==> src/rtl/sdram_gap_timer.sv <==
`default_nettype none
// ============================================================================
// Module  : sdram_gap_timer
// Brief   : Loadable down-counter; load wins over decrement, busy = non-zero.
// Revision: 1.0  initial release
// ============================================================================
module sdram_gap_timer #(
    parameter int WIDTH = 4
) (
    input  logic             clk,
    input  logic             rst,
    input  logic             i_load,
    input  logic [WIDTH-1:0] i_load_val,
    output logic             o_busy
);

    logic [WIDTH-1:0] r_cnt;

    always_ff @(posedge clk or posedge rst) begin
        if (rst) begin
            r_cnt <= '0;
        end else if (i_load) begin
            r_cnt <= i_load_val;
        end else if (r_cnt != '0) begin
            r_cnt <= r_cnt - WIDTH'(1);
        end
    end

    assign o_busy = (r_cnt != '0);

endmodule
`default_nettype wire

==> config.mk <==
export PLATFORM = sky130hd
export DESIGN_NAME = sdram_gap_timer
export DESIGN_NICKNAME = d
export VERILOG_FILES = /design/src/rtl/sdram_gap_timer.sv
export SDC_FILE = /design/constraint.sdc
export NUM_CORES = 1
export LEC_CHECK = 0
export CORE_AREA = 2 2 39 41
export CTS_BUF_LIST = sky130_fd_sc_hd__clkbuf_4
export DETAILED_ROUTE_END_ITERATION = 7
export DIE_AREA = 0 0 41 43
export PLACE_DENSITY = 0.37
export SLEW_MARGIN = 10
export SYNTH_ARGS = -nofsm -noshare
export SYNTH_HDL_FRONTEND = slang
export SYNTH_SLANG_ARGS = --single-unit
==> constraint.sdc <==
create_clock -name clk -period 1.9 [get_ports clk]
set_input_delay 0.38 -clock clk [delete_from_list [all_inputs] [get_ports clk]]
set_output_delay 0.38 -clock clk [all_outputs]
set_load 0.01 [all_outputs]
==> flow_summary_export.csv <==
group,metric,value,unit
run_status,outcome,"finished clean",
floorplan,die_w,41,µm
global_route,overflow,0,
timing,skew,0.00651,ns
cells_and_area,reg.largest.list,"r_cnt: 4 flops",
worst_setup_path,endpoint_kind,"primary output",
floorplan,io_pins,8,
clock_tree,cts_buffer_depth,2,
logic_synthesis,syn_nets,33,
global_route,grt_max_degree,9,
power,ir_drop,0.401,mV
logic_synthesis,yosys-top-cells-count,"dfrtp_1, inv_1",
worst_setup_path,worstSetupStartpointType,"flip-flop",
cells_and_area,fin_nets,45,
worst_setup_path,timing.rr.end,"r_cnt[1]$_DFFE_PP0P_",
clock_tree,cts_root_buf,"clkbuf_4",
global_route,grt_pass1_vias,176,
hold_path,hold_path.class,"input pin to async pin",
cells_and_area,top_register,"r_cnt",
floorplan,std_cell_rows,14,
drt,first_pass_iters,2,
logic_synthesis,yosysWarnings,0,
clock_tree,clk_latency,0.23,ns
cells_and_area,multi_input_area,130,µm²
power,finalPower,365,µW
floorplan,start_util,18.1,%
timing,maxSlewHeadroom,81.7,%
cells_and_area,drive_above_1_share,20.6,%
timing,fin_crit,1.75,ns
worst_setup_path,cp_data_required_time,1.52,ns
cells_and_area,antenna_cells,0,
floorplan,die_h,43,µm
logic_synthesis,yosysTopAreaCell,"dfrtp_1",
worst_setup_path,crit_type,"flip-flop to primary output",
global_route,track_usage,6.65,%
drt,drtIter0Drc,1,
logic_synthesis,yosysUniqueCellTypes,14,
timing,setup_violations,0,
logic_synthesis,synth_edf_count,0,
logic_synthesis,synthFlopType,"dfrtp_1",
logic_synthesis,syn_avg_cell_area,10.4,µm²
drt,drtAntennaViolNets,0,
worst_setup_path,rrSetupSlack,0.48,ns
clock_tree,htreeDepth,1,
drt,num_vias,185,
cells_and_area,n_fill_cell,150,
cells_and_area,syn_to_final_growth,45.5,%
timing,hold_viol,0,
logic_synthesis,syn_area,250,µm²
worst_setup_path,r2r_cells,6,
clock_tree,cts_buffers,3,
logic_synthesis,ys_top_cells_by_area,"dfrtp_1, ha_1, nor3b_4",
drt,routed_wl,439,µm
timing,worst_hold_slack,0.337,ns
floorplan,die-area,1760,µm²
clock_tree,postCtsHoldBufs,0,
timing,fmax,573,MHz
worst_setup_path,cp_max_fo,3,
timing,worst_pin_slew,0.274,ns
logic_synthesis,yosysSeqAreaShare,40.0,%
timing,post-route-period-util,91.8,%
drt,post_drt_wl_per_cell,8.78,µm
clock_tree,cts.sinks,4,
logic_synthesis,ys_ff_latch,4,
placement,hpwl,362,µm
drt,drcViolationCount,0,
timing,finalSetupTns,0,ns
cells_and_area,largest_reg_flops,4,
worst_setup_path,startpoint,"r_cnt[1]$_DFFE_PP0P_",
timing,maxSlewViolCount,0,
worst_setup_path,critPathArrivalTime,1.37,ns
logic_synthesis,synth_cells,24,
power,leakagePower,0.000154,µW
clock_tree,cts_tree,"yes",
flow_run,cap_violations,0,
placement,routabilityCongestion,0.659,
global_route,grt_pass1_wl,696,µm
timing,rsz0062_at_grt,"false",
clock_tree,cts.clk_slew.worst_paths,0.04,ns
power,p_per_area,1000,nW/µm²
logic_synthesis,synthArstFlopShare,100,%
global_route,antenna_found_initial,0,
worst_setup_path,rr_startpoint,"r_cnt[1]$_DFFE_PP0P_",
cells_and_area,seqCellArea,100,µm²
drt,avgViaCountPerCell,3.70,
cells_and_area,postLayoutCoreUtil,26.3,%
placement,io_buffers,7,
floorplan,fp.coreArea,1380,µm²
logic_synthesis,synthDominantCellAreaShare,40.0,%
-- what timing repair did --
action | in CTS | in global routing
endpoints found under the hold margin | 0 | 0
resized for setup | 2 | 0
endpoints found under the setup margin | 1 | 0
buffers inserted | 0 | 0
-- cells by family after synthesis --
group                      count (synthesis)  share of synthesized area (%)
muxes                                      2                           8.50
xor gates and xnor gates                   2                           7.00
buffers and inverters                      5                           8.00
DFF                                        4                           40.0
adders and majority gates                  2                           10.0
and+or+nand+nor                            6                           17.5
AOI/OAI and AO/OA                          3                           9.00
-- cells in the final DEF, fill, tap and decap left out, drive strengths merged --
| cell | instances |
|---|---|
| a221o | 1 |
| ha | 2 |
| clkbuf | 3 |
| o21ai | 1 |
| buf | 1 |
| clkdlybuf4s50 | 6 |
| nor3b | 2 |
| o31ai | 1 |
| nor3 | 2 |
| mux2i | 1 |
| mux2 | 1 |
| inv | 4 |
| dfrtp | 4 |
| dlygate4sd2 | 1 |
| nand2 | 2 |
| xnor2 | 2 |
-- per-layer routing --
| layer | track usage [%] | routed length [µm] | up-vias |
|---|---|---|---|
| li1 | - | - | 101 |
| met2 | 8.75 | 201 | 5 |
| met1 | 6.49 | 207 | 79 |
| met3 | 9.42 | 30 | 0 |
| met5 | 0 | 0 | - |
| met4 | 0 | 0 | 0 |
-- power by group --
group          switching (µW)  leakage, µW  total, µW  internal [µW]
registers                22.4    0.0000479        131            109
clock network            31.5    0.0000138        102           70.4
logic                    55.0    0.0000926        132           76.8
total                     109     0.000154        365            256
-- metrics by stage --
| stage | cells | area [µm²] | worst slack, ns |
|---|---|---|---|
| after floorplan | 24 | 250 | 0.548 |
| after global placement | 47 | 343 | 0.146 |
| after detailed placement | 47 | 343 | 0.155 |
| after CTS | 50 | 364 | 0.132 |
| after global routing | 50 | 364 | 0.0228 |
| final | 50 | 364 | 0.155 |
-- critical path: stages (launching register included) --
cell,delay (ns)
dfrtp_1,0.36
inv_1,0.09
ha_1,0.17
nor3b_4,0.19
inv_1,0.05
dlygate4sd2_1,0.27
-- area by class of cell --
| cell class | instances | share of cell area [%] |
|---|---|---|
| Clock buffer | 3 | 6.19 |
| Tap cell | 16 | 5.50 |
| Sequential cell | 4 | 27.5 |
| Timing Repair Buffer | 8 | 21.0 |
| Inverter | 4 | 4.12 |
| Multi-Input combinational cell | 15 | 35.7 |
-- how the worst max path moves through the flow --
stage | endpoint | slack (ns) | depth (start not counted)
after global placement | o_busy | 0.15 | 5
after global routing | o_busy | 0.02 | 5
after floorplan | o_busy | 0.55 | 4
after detailed placement | o_busy | 0.15 | 5
final | o_busy | 0.15 | 5
after CTS | o_busy | 0.13 | 5
No activity file was read; power rests on OpenSTA's default activity.
==> RTL edit: new RTL, same flow settings <==
Set the parameter `WIDTH` to 6 (it was 4).
--- a/src/rtl/sdram_gap_timer.sv
+++ b/src/rtl/sdram_gap_timer.sv
@@ -5,7 +5,7 @@
 // Revision: 1.0  initial release
 // ============================================================================
 module sdram_gap_timer #(
-    parameter int WIDTH = 4
+    parameter int WIDTH = 6
 ) (
     input  logic             clk,
     input  logic             rst,
Interface: changed (resized i_load_val); port bits go from 8 to 10. The function was not compared with the original's and may differ.
==> RTL edit against the original RTL <==
  * Synthesized cell count increased by 71%
  * Count of clock-buffer cells in the layout unchanged
  * Register-to-register slack got worse by 0.05 ns
  * Wire length increased by 130%
  * Sequential cell count increased by 2
  * Total power increased by 26%
  * Worst setup slack got worse by 0.087 ns
  * Global-route usage increased by 7.8 points
  * Worst hold slack improved by 0.019 ns
  * Cell area increased by 63%
  * Area after synthesis increased by 55%
  * Critical endpoint unchanged
  * Largest cell class unchanged
==> RTL edit: results (changes against the original RTL) <==
first_global_vias: 417  # +140%
grtUsageMet2_pct: 22.5  # +14 points
slowest_stage: "or3_4"
wl_met1_um: 450  # +120%
wl_um: 1010  # +130%
reg2reg_depth: 5  # -1
grt_max_degree: 10  # +1
gr-usage-met1_pct: 17.5  # +11 points
yosysSeqAreaShare_pct: 38.7  # -1.3 points
top_layer: "met4"
max_slew_margin_pct: 73.8  # -7.9 points
vias_per_cell: 5.04  # +36%
final_cell_count_no_fill: 76  # +52%
fin_skew_ns: 0.00307  # -0.00344 ns
path_max_fanout: 2  # -1
status: "complete, no violations"
synth_area_leaders: "dfrtp_1 39%, ha_1 6.5%, o31ai_1 5.8%"
rr_startpoint: "r_cnt[0]"
wl_met3_um: 39  # +30%
clk_latency_ns: 0.25  # +0.02 ns
dpl.cell_count: 72  # +53%
grt_pass1_wl_um: 1690  # +140%
crit_path_max_incr_delay_ns: 0.41  # +0.05 ns
reg2reg_to: "r_cnt[4]"
drt_first_iter_violations: 3  # +2
switchingPower_uw: 145  # +33%
RTL edit: cell types whose count changed in the layout (fill, tap and decap cells not counted), moves of 2 or more:
cell,change
buf_4,+7
a21oi_1,+3
nor2b_1,+3
clkdlybuf4s50_1,+2
dfrtp_1,+2
o31ai_1,+2
RTL edit: power groups by stage:
stage,combinational (mW),sequential [mW],clock [mW]
2_1_floorplan,0.0827,0.169,0
3_3_place_gp,0.160,0.162,0
3_5_place_dp,0.159,0.162,0
4_1_cts,0.162,0.160,0.124
5_1_grt,0.193,0.164,0.135
6_report,0.176,0.162,0.123
RTL edit: kinds of logic after synthesis:
logic type	Yosys count	share of synthesized area, %
AO/OA/AOI/OAI	11	20.6
XOR/XNOR	2	4.52
adder cells (fa/ha/maj)	2	6.45
buffers and inverters	5	4.84
flip-flops	6	38.7
AND/OR/NAND/NOR	15	24.8
RTL edit: per-stage QoR:
step | cell area, sq um | utilization, % | setup WS, ns | hold slack (ns)
floorplan | 388 | - | 0.447 | 0.171
global placement | 547 | 39.5 | 0.101 | 0.576
detailed placement | 547 | 39.5 | 0.0735 | 0.584
CTS | 571 | 41.2 | 0.0239 | 0.369
global route | 593 | 42.9 | 0.0188 | 0.413
finish | 593 | 42.9 | 0.0676 | 0.356
RTL edit: area by class of cell:
class / instances / area (sq um)
fillers: 139 / 791
multi-input cells: 30 / 236
flip-flops and latches: 6 / 150
repair buffers: 17 / 149
clock buffers: 3 / 22.5
well taps: 16 / 20.0
inverters: 4 / 15.0
RTL edit: timing repair:
action                     in CTS  in global routing
setup endpoints to repair       1                  1
gates resized for setup         2                  5
pin swaps                       1                  1
buffers inserted                0                  1
RTL edit: critical path: cells and delay by family, from the launching register on:
kind | cells | cell delay, ns
AND/OR/NAND/NOR | 2 | 0.52
flip-flops | 1 | 0.38
buffers and inverters | 2 | 0.31
